File: src/rtl/key_uart_queue.sv
// PS/2 key-release capture and manual byte entry feeding a FIFO that drains into a UART transmitter.
// Optional macro KEY_UART_QUEUE_EXT_KEY_EN enables 0xE0-prefixed extended key pairs.
module key_uart_queue #(
  parameter int DATA_W = 8,
  parameter int DEPTH  = 8,
  parameter int TICK_W = 18
) (
  input  logic                     clk,
  input  logic                     rst_n,
  input  logic [DATA_W-1:0]        scancode,
  input  logic                     new_code,
  input  logic [DATA_W-1:0]        sw_data,
  input  logic                     send_pulse,
  input  logic                     clr_ovf,
  input  logic                     tx_busy,
  output logic [DATA_W-1:0]        tx_data,
  output logic                     tx_start,
  output logic [DATA_W-1:0]        last_key,
  output logic                     key_valid,
  output logic [$clog2(DEPTH):0]   count,
  output logic                     empty,
  output logic                     full,
  output logic                     ovf,
  output logic                     disp_tick
);
  localparam int AW = $clog2(DEPTH);
  localparam int CW = AW + 1;
  localparam logic [DATA_W-1:0] CODE_F0 = DATA_W'(8'hF0);

  typedef enum logic [1:0] {IDLE = 2'd0, SEND = 2'd1, ACK = 2'd2, DRAIN = 2'd3} state_t;

  state_t              state_q, state_d;
  logic [DATA_W-1:0]   mem_q [DEPTH];
  logic [DATA_W-1:0]   mem_d [DEPTH];
  logic [AW-1:0]       wr_q, wr_d, rd_q, rd_d;
  logic [CW-1:0]       count_q, count_d;
  logic                armed_q, armed_d;
  logic                pend_q, pend_d;
  logic [DATA_W-1:0]   pend_data_q, pend_data_d;
  logic                ovf_q, ovf_d;
  logic                tx_start_q, tx_start_d;
  logic [DATA_W-1:0]   tx_data_q, tx_data_d;
  logic [DATA_W-1:0]   last_key_q, last_key_d;
  logic                key_valid_q, key_valid_d;
  logic                disp_tick_q, disp_tick_d;
  logic [TICK_W-1:0]   tick_q, tick_d;
  logic [3:0]          ack_cnt_q, ack_cnt_d;
  logic                pop_s, key_ev_s, drop_s;
  logic [1:0]          push_n_s;
  logic [CW:0]         free_s, key_need_s;
`ifdef KEY_UART_QUEUE_EXT_KEY_EN
  localparam logic [DATA_W-1:0] CODE_E0 = DATA_W'(8'hE0);
  logic                ext_q, ext_d;
  logic [AW-1:0]       wr1_s;
`endif

  // Next-state logic for capture, queue, drain FSM and tick divider.
  always_comb begin
    state_d     = state_q;
    mem_d       = mem_q;
    armed_d     = armed_q;
    pend_d      = pend_q;
    pend_data_d = pend_data_q;
    tx_data_d   = tx_data_q;
    last_key_d  = last_key_q;
    key_valid_d = 1'b0;
    tx_start_d  = 1'b0;
    ack_cnt_d   = ack_cnt_q;
    push_n_s    = 2'd0;
    drop_s      = 1'b0;

    pop_s    = (state_q == IDLE) && (count_q != '0) && !tx_busy;
    key_ev_s = new_code && armed_q && (scancode != CODE_F0);
    // A pop in the same cycle frees a slot, so a full queue can still accept.
    free_s   = (CW+1)'(DEPTH) - {1'b0, count_q} + {{CW{1'b0}}, pop_s};

    if (new_code) begin
      if (scancode == CODE_F0) armed_d = 1'b1;
      else if (armed_q)        armed_d = 1'b0;
      else                     armed_d = armed_q;
    end else begin
      armed_d = armed_q;
    end

`ifdef KEY_UART_QUEUE_EXT_KEY_EN
    ext_d = ext_q;
    wr1_s = wr_q + AW'(1);
    if (new_code && !armed_q && (scancode == CODE_E0)) ext_d = 1'b1;
    else if (key_ev_s)                                  ext_d = 1'b0;
    else                                                ext_d = ext_q;
    key_need_s = ext_q ? (CW+1)'(2) : (CW+1)'(1);
`else
    key_need_s = (CW+1)'(1);
`endif

    if (key_ev_s) begin
      last_key_d  = scancode;
      key_valid_d = 1'b1;
      if (free_s >= key_need_s) begin
`ifdef KEY_UART_QUEUE_EXT_KEY_EN
        if (ext_q) begin
          mem_d[wr_q]  = CODE_E0;
          mem_d[wr1_s] = scancode;
          push_n_s     = 2'd2;
        end else begin
          mem_d[wr_q] = scancode;
          push_n_s    = 2'd1;
        end
`else
        mem_d[wr_q] = scancode;
        push_n_s    = 2'd1;
`endif
      end else begin
        drop_s = 1'b1;
      end
    end else if (pend_q) begin
      pend_d = 1'b0;
      if (free_s >= (CW+1)'(1)) begin
        mem_d[wr_q] = pend_data_q;
        push_n_s    = 2'd1;
      end else begin
        drop_s = 1'b1;
      end
    end else begin
      pend_d = pend_q;
    end

    // A new request overrides whatever the pending slot held.
    if (send_pulse) begin
      pend_d      = 1'b1;
      pend_data_d = sw_data;
    end else begin
      pend_data_d = pend_data_q;
    end

    wr_d    = wr_q + AW'(push_n_s);
    rd_d    = rd_q + AW'(pop_s);
    count_d = count_q + CW'(push_n_s) - CW'(pop_s);
    ovf_d   = (ovf_q && !clr_ovf) || drop_s;

    case (state_q)
      IDLE: begin
        if (pop_s) begin
          state_d    = SEND;
          tx_start_d = 1'b1;
          tx_data_d  = mem_q[rd_q];
        end else begin
          state_d = IDLE;
        end
      end
      SEND: begin
        state_d   = ACK;
        ack_cnt_d = 4'd0;
      end
      ACK: begin
        if (tx_busy)                  state_d = DRAIN;
        else if (ack_cnt_q == 4'd15)  state_d = IDLE;
        else                          ack_cnt_d = ack_cnt_q + 4'd1;
      end
      DRAIN: begin
        if (!tx_busy) state_d = IDLE;
        else          state_d = DRAIN;
      end
      default: state_d = IDLE;
    endcase

    tick_d      = tick_q + TICK_W'(1);
    disp_tick_d = &tick_q;
  end

  // Queue storage needs no reset: only entries below count are ever read.
  always_ff @(posedge clk) begin
    mem_q <= mem_d;
  end

  // Control and output registers with synchronous active-low reset.
  always_ff @(posedge clk) begin
    if (!rst_n) begin
      state_q     <= IDLE;
      wr_q        <= '0;
      rd_q        <= '0;
      count_q     <= '0;
      armed_q     <= 1'b0;
      pend_q      <= 1'b0;
      pend_data_q <= '0;
      ovf_q       <= 1'b0;
      tx_start_q  <= 1'b0;
      tx_data_q   <= '0;
      last_key_q  <= '0;
      key_valid_q <= 1'b0;
      disp_tick_q <= 1'b0;
      tick_q      <= '0;
      ack_cnt_q   <= 4'd0;
`ifdef KEY_UART_QUEUE_EXT_KEY_EN
      ext_q       <= 1'b0;
`endif
    end else begin
      state_q     <= state_d;
      wr_q        <= wr_d;
      rd_q        <= rd_d;
      count_q     <= count_d;
      armed_q     <= armed_d;
      pend_q      <= pend_d;
      pend_data_q <= pend_data_d;
      ovf_q       <= ovf_d;
      tx_start_q  <= tx_start_d;
      tx_data_q   <= tx_data_d;
      last_key_q  <= last_key_d;
      key_valid_q <= key_valid_d;
      disp_tick_q <= disp_tick_d;
      tick_q      <= tick_d;
      ack_cnt_q   <= ack_cnt_d;
`ifdef KEY_UART_QUEUE_EXT_KEY_EN
      ext_q       <= ext_d;
`endif
    end
  end

  assign tx_data   = tx_data_q;
  assign tx_start  = tx_start_q;
  assign last_key  = last_key_q;
  assign key_valid = key_valid_q;
  assign count     = count_q;
  assign empty     = (count_q == '0);
  assign full      = (count_q == CW'(DEPTH));
  assign ovf       = ovf_q;
  assign disp_tick = disp_tick_q;
endmodule

File: config.mk
export PLATFORM = sky130hd
export DESIGN_NAME = key_uart_queue
export DESIGN_NICKNAME = d
export VERILOG_FILES = /design/src/rtl/key_uart_queue.sv
export SDC_FILE = /design/constraint.sdc
export NUM_CORES = 1
export LEC_CHECK = 0
export BUFFER_PORTS_ARGS = -buffer_cell sky130_fd_sc_hd__buf_2
export CAP_MARGIN = 10
export CORE_ASPECT_RATIO = 1.25
export CORE_MARGIN = 4
export CORE_UTILIZATION = 55
export DETAILED_ROUTE_END_ITERATION = 8
export PLACE_DENSITY = 0.8
export SYNTH_ARGS = -nofsm -noshare
export SYNTH_HDL_FRONTEND = slang
export SYNTH_SLANG_ARGS = --single-unit
File: constraint.sdc
create_clock -name clk -period 8.2 [get_ports clk]
set_input_delay 1.64 -clock clk [delete_from_list [all_inputs] [get_ports clk]]
set_output_delay 1.64 -clock clk [all_outputs]
set_load 0.01 [all_outputs]
Word level (Yosys, flattened, before mapping)
Cells that the tools add are included.
{ "word_totals": {"word_cells": 97, "input_bits": 22, "output_inout_bits": 26, "ff_bits": 128} }
{ "op_classes": {"eq_ne": 11, "n_reduce_logical": 19, "addsub": 8, "bitwise": 2, "n_lt_le_gt_ge": 4, "n_mux": 30} }
{ "ops": {"columns": ["operator", "n"], "rows": [
  ["64-bit two-way mux", 4],
  ["64-bit bitwise mux", 2],
  ["8-bit binary-select mux with 3-bit select", 1],
  ["8-bit demux with 3-bit select", 1],
  ["8-bit two-way mux", 3],
  ["18-bit by 1-bit adder with 18-bit output, second input constant", 1],
  ["18-bit AND reduction", 1],
  ["1-bit two-way mux", 12],
  ["4-bit == test, second input constant", 2],
  ["8-bit == test, second input constant", 1],
  ["4-bit greater-or-equal comparator, second input constant", 2],
  ["4-bit two-way mux", 2],
  ["8-bit != test, second input constant", 1],
  ["3-bit inverter with 4-bit output", 2],
  ["2-bit one-hot mux with 4 select lines", 1],
  ["4-bit one-hot mux with 2 select lines", 1],
  ["1-bit logical AND", 6],
  ["2-bit two-way mux", 3],
  ["2-bit != test, second input constant", 3],
  ["2-bit AND reduction", 3],
  ["5-bit by 1-bit adder with 5-bit output", 1],
  ["5-bit by 1-bit greater-or-equal comparator with 1-bit output, second input constant", 1],
  ["4-bit by 4-bit subtractor with 5-bit output, first input constant", 1],
  ["4-bit by 1-bit adder with 4-bit output, second input constant", 1],
  ["15 further kinds", 18]
]} }

Logic depth before layout (Yosys ltp)
{ "logic_depth": {"ltp_word": 10, "ltp_mapped": 17, "depth_no_buf": 17} }

Worst setup path after synthesis
OpenSTA, ideal clock, no wires.
{ "synth_path": {"kind": "input port to flip-flop", "start": "input port tx_busy", "end": "register count_q[2] (netlist: count[2])", "required_time_ns": 8.072, "setup_slack_ns": 3.975, "setup_time_ns": 0.128, "t_arrival_ns": 4.097, "path_buffers": 0, "path_stages": 15, "cell_sequence": "nor3_1 nand2_1 ha_1 inv_1 ha_1 xnor2_1 nor3b_1 o2bb2ai_4 ha_1 inv_1 ha_1 inv_1 fa_1 xnor2_1 nor2_1"} }
{ "synth_between": {"elab_chain_len": 9} }
{ "synth_lines": {"columns": ["element", "line", "rtl"], "rows": [
  ["start: declaration", "15", "input logic tx_busy,"],
  ["1-bit zero test *", null, null],
  ["1-bit logical AND *", "72", "pop_s = (state_q == IDLE) && (count_q != '0) && !tx_busy;"],
  ["5-bit by 1-bit adder with 5-bit output", "75", "free_s = (CW+1)'(DEPTH) - {1'b0, count_q} + {{CW{1'b0}}, pop_s};"],
  ["5-bit by 1-bit greater-or-equal comparator with 1-bit output", "99, 118", null],
  ["1-bit two-way mux", "99, 118", null],
  ["1-bit two-way mux", "116", "end else if (pend_q) begin"],
  ["1-bit two-way mux", "96", "if (key_ev_s) begin"],
  ["4-bit by 2-bit adder with 4-bit output", "138", "count_d = count_q + CW'(push_n_s) - CW'(pop_s);"],
  ["4-bit by 1-bit subtractor with 4-bit output *", "138", null],
  ["end signal: assignment", "201", "count_q <= count_d;"],
  ["end: declaration", "36", "logic [CW-1:0] count_q, count_d;"]
]} }
Mark *: on every way between the ends. The rest lies on a longest branch, timed or not.
A chain may end at the register's enable or synchronous reset.

Worst setup path after layout
Ends and elaborated chain as after synthesis.

==> results.txt <==
- The number of pins exceeding their max-slew limit in the final report came to 0.
* Share of total power in sequential cells: 42.3%
- Buffers inserted during clock tree synthesis total 17.
- In the final design database the tool counted 553 nets.
* Share of total power in the clock network: 38.7%
- HPWL Detailed: 7439 µm
- Power dissipated by switching net loads: 0.0004989 W
* DRC violations left: 0
- Drt initial violations: 138
* Path type of the worst setup path: input port to flip-flop
* Initial antenna violation count: 0
- Initial Utilization: 56.94%
* Number of buffers added on ports: 47
* Std cell rows: 40
- Setup TNS: 0 ns
- I/O pin count: 48
- Max Buffers Root-to-Sink: 2
* Post-synth cell types: 43
- Filler Cells Inserted: 724
- Internal power summed over all cells: 0.001333 W
- Sequence of cells on the critical path: buf_2, nor3_1, nand2_1, ha_1, inv_1, ha_1, xnor2_1, nor3b_1, o2bb2ai_4, ha_1, inv_1, ha_1, inv_1, fa_1, xnor2_1, nor2_1
- Once the clock tree was built, the resizer swapped 0 gates to a different size.
* Diodes inserted: 0
- Synth async-reset ratio: 0%
- Area share of the largest cell type after synthesis: 34.59%
- Clock network latency to the later pin of the worst-skew pair: 0.41 ns
- Static timing analysis puts the maximum clock frequency at 233.0 MHz.
* Gate Count Post-Synth: 466
- Yosys mapped a number of flops with a built-in enable equal to 64.
- Maximum number of pins on one net before global-route repair: 33
- In the final routed layout, each cell accounts on average for 16.23 µm.
- Final hold violation count: 0
* Critical path startpoint category: input port
- In the final layout, the share of cells above drive strength 1 is 21.21%.
* Class of the tightest hold or removal check: flip-flop to flip-flop
- In this run the horizontal extent of the chip is 97.90 µm.
- At the pin with the least slew margin, the transition time is 1.104 ns.
* Hold-fix buffers, CTS: 0
* Arrival time at the worst endpoint: 4.58 ns
* Critical path endpoint category: flip-flop
* Cell mode on critical path: sky130_fd_sc_hd__ha_1
* Total number of clock tree sinks: 128
* Via count: 3,556
- CTS tree: done
* Peak supply drop: 0.1684 mV
- For this design the ratio of total power to cell area is 284.8 nW/µm².
- The flow ran to the end, and the final reports show no timing, DRC or antenna violations.
* Core area: 9759 µm²
- The H-tree was split into 4 levels.
- For the worst setup path, the data required time is 8.49 ns.
- After clock tree synthesis, the clock-pin slew on the worst setup and hold paths is 0.05 ns.
* Synth top area cells: sky130_fd_sc_hd__edfxtp_1 (35%), sky130_fd_sc_hd__dfxtp_1 (23%), sky130_fd_sc_hd__nor2_1 (8.2%)
- Across the run, the number of max-cap violations was 0.
- For this run, the number of Yosys warnings is 0.
- Vertical die dimension: 120.4 µm
- The die covers 11,780 µm².
- Final WL: 10,610 µm
- Setup Viol. Count Final: 0
- Most common cell after layout, fill and taps aside: sky130_fd_sc_hd__nor2_1
* Most frequent cells in the layout: sky130_fd_sc_hd__nor2_1 (122), sky130_fd_sc_hd__dfxtp_1 (64), sky130_fd_sc_hd__edfxtp_1 (64), sky130_fd_sc_hd__buf_2 (47), sky130_fd_sc_hd__mux2i_1 (21)
- A synthesized cell averages 11.92 µm².
- Buffer cell driving the clock tree root: sky130_fd_sc_hd__clkbuf_16
- Register bit count reported by yosys: 128
* Place WS: 3.526 ns
* Max-Slew Margin vs Limit: 26.29%
- Post-synth top flop: sky130_fd_sc_hd__edfxtp_1
- Switch share: 27.24%
- Summing all multi-input logic gate instances after layout gives 2207 µm².
* Critical path fanouts, max: 10
- Subtracting the final worst setup slack from the clock period gives 4.291 ns.
* Standard cell with the maximum stage delay on the critical path: sky130_fd_sc_hd__nor3b_1
- Setup repair after global routing left no endpoint under its margin.
* Register area share after synthesis: 57.64%
- Relative to the synthesized area, the layout overhead comes to 15.74%.
- Registers take 3203 µm².
- For this run the aggregate overflow at the end of global routing stands at 0.
- The number of setup buffers added after CTS is 0.
- For this run, the total global-route usage over all layers was measured as 19.42%.
- Post-synthesis instance area: 5557 µm²
- The first global-routing pass estimated 17,940 µm of wire.
- Iteration count of the initial detailed-routing pass: 4
- Syn nets: 504
- At the end of routability-driven placement, the weighted congestion stood at 0.7612.
- Post-route worst setup slack: 3.909 ns
- The final critical path takes up 52.33% of the cycle.
- Vias per inst: 5.437
- Remaining antenna violation count after routing: 0
- On the final layout, the worst clock skew is 0.01421 ns.
* Largest incremental delay on the critical path: 0.41 ns
- Leak pwr: 2.368 nW
- Via count of the first global-routing pass: 3,711
* Top cell type by total area after synthesis: sky130_fd_sc_hd__edfxtp_1
* Combinational cell fraction of total power: 19.0%
## final timing paths
| kind | start | end | slack (ns) | cells past startpoint |
|---|---|---|---|---|
| worst max-delay path | tx_busy | count[2] | 3.91 | 16 |
| worst min-delay path | tick_q[17] | disp_tick | 0.46 | 2 |
| worst max register to register | count[2] | count[2] | 4.37 | 17 |
| worst min register to register | tick_q[17] | disp_tick | 0.46 | 2 |
## flip-flops by register name, indices dropped and copies added, names as in the netlist
| name | cells |
|---|---|
| state_q | 2 |
| mem_q | 64 |
| count | 4 |
| pend_data_q | 8 |
| disp_tick | 1 |
| rd_q | 3 |
| tx_start | 1 |
| key_valid | 1 |
| tick_q | 18 |
| ovf | 1 |
| wr_q | 3 |
| armed_q | 1 |
| ack_cnt_q | 4 |
| pend_q | 1 |
| last_key | 8 |
| tx_data | 8 |
## critical path: cells and delay by family
kind / cells / cell delay (ns)
AOI/OAI and AO/OA: 1 / 0.24
and+or+nand+nor: 4 / 0.88
buffers and inverters: 4 / 0.31
xor gates and xnor gates: 2 / 0.25
adders and majority gates: 5 / 1.26
## power by group through the flow
| stage | registers, W | logic, W | clock network [W] |
|---|---|---|---|
| floorplan | 0.000769 | 0.000262 | 0 |
| global placement | 0.000785 | 0.000326 | 0 |
| detailed placement | 0.000789 | 0.000345 | 0 |
| CTS | 0.000776 | 0.000353 | 0.000720 |
| global route | 0.000784 | 0.000393 | 0.000751 |
| finish | 0.000775 | 0.000348 | 0.000709 |
## synth_stat cells (2+ instances only)
cell,count
sky130_fd_sc_hd__mux2i_1,21
sky130_fd_sc_hd__ha_1,15
sky130_fd_sc_hd__or3_1,3
sky130_fd_sc_hd__nand2b_1,7
sky130_fd_sc_hd__nor4_2,2
sky130_fd_sc_hd__mux4_2,16
sky130_fd_sc_hd__nand3b_1,4
sky130_fd_sc_hd__buf_2,2
sky130_fd_sc_hd__and2_1,6
sky130_fd_sc_hd__nor2_1,122
sky130_fd_sc_hd__buf_1,3
sky130_fd_sc_hd__and3_1,5
sky130_fd_sc_hd__nand4_1,3
sky130_fd_sc_hd__nor3b_1,3
sky130_fd_sc_hd__a21oi_1,7
sky130_fd_sc_hd__inv_1,13
sky130_fd_sc_hd__nand2_1,14
sky130_fd_sc_hd__nand3_1,15
sky130_fd_sc_hd__clkbuf_1,11
sky130_fd_sc_hd__edfxtp_1,64
sky130_fd_sc_hd__dfxtp_1,64
sky130_fd_sc_hd__or3b_2,3
sky130_fd_sc_hd__o22ai_1,8
sky130_fd_sc_hd__xor2_1,5
sky130_fd_sc_hd__nor3_1,5
sky130_fd_sc_hd__o21ai_0,10
sky130_fd_sc_hd__a31oi_1,2
sky130_fd_sc_hd__mux2i_4,7
sky130_fd_sc_hd__xnor2_1,12
## metrics by stage
| step | utilization, % | hold WS, ns | instance area [µm²] | instances | total power, W |
|---|---|---|---|---|---|
| floorplan | - | 0.4175 | 5557 | 466 | 0.001031 |
| global placement | 60.12 | 0.4271 | 5867 | 622 | 0.001111 |
| detailed placement | 60.12 | 0.4536 | 5867 | 622 | 0.001134 |
| CTS | 65.90 | 0.4580 | 6431 | 654 | 0.001849 |
| global route | 65.90 | 0.4885 | 6431 | 654 | 0.001928 |
| finish | 65.90 | 0.4570 | 6431 | 654 | 0.001832 |
## cell families after synthesis
family	Yosys count	share of synthesized area (%)
AOI/OAI and AO/OA	32	3.716
buffers and inverters	32	2.770
and+or+nand+nor	196	16.10
xor gates and xnor gates	17	2.680
adders and majority gates	16	3.738
muxes	45	13.35
DFF	128	57.64
## cell type report
cell class	instances	area share [%]
sequential	128	49.81
multi-input combinational	306	34.32
clock buffer	20	6.946
timing repair buffer	49	3.891
tap	126	2.451
clock inverter	12	1.829
inverter	13	0.7588
## metal layers
metal	GRT usage (%)	vias up	share of wire, %
met5	0	-	0
met4	6.494	0	0.80
met3	5.828	6	5.4
met2	33.43	94	53
met1	23.23	1712	41
li1	-	1744	-
Power figures use the tool's default switching activity.
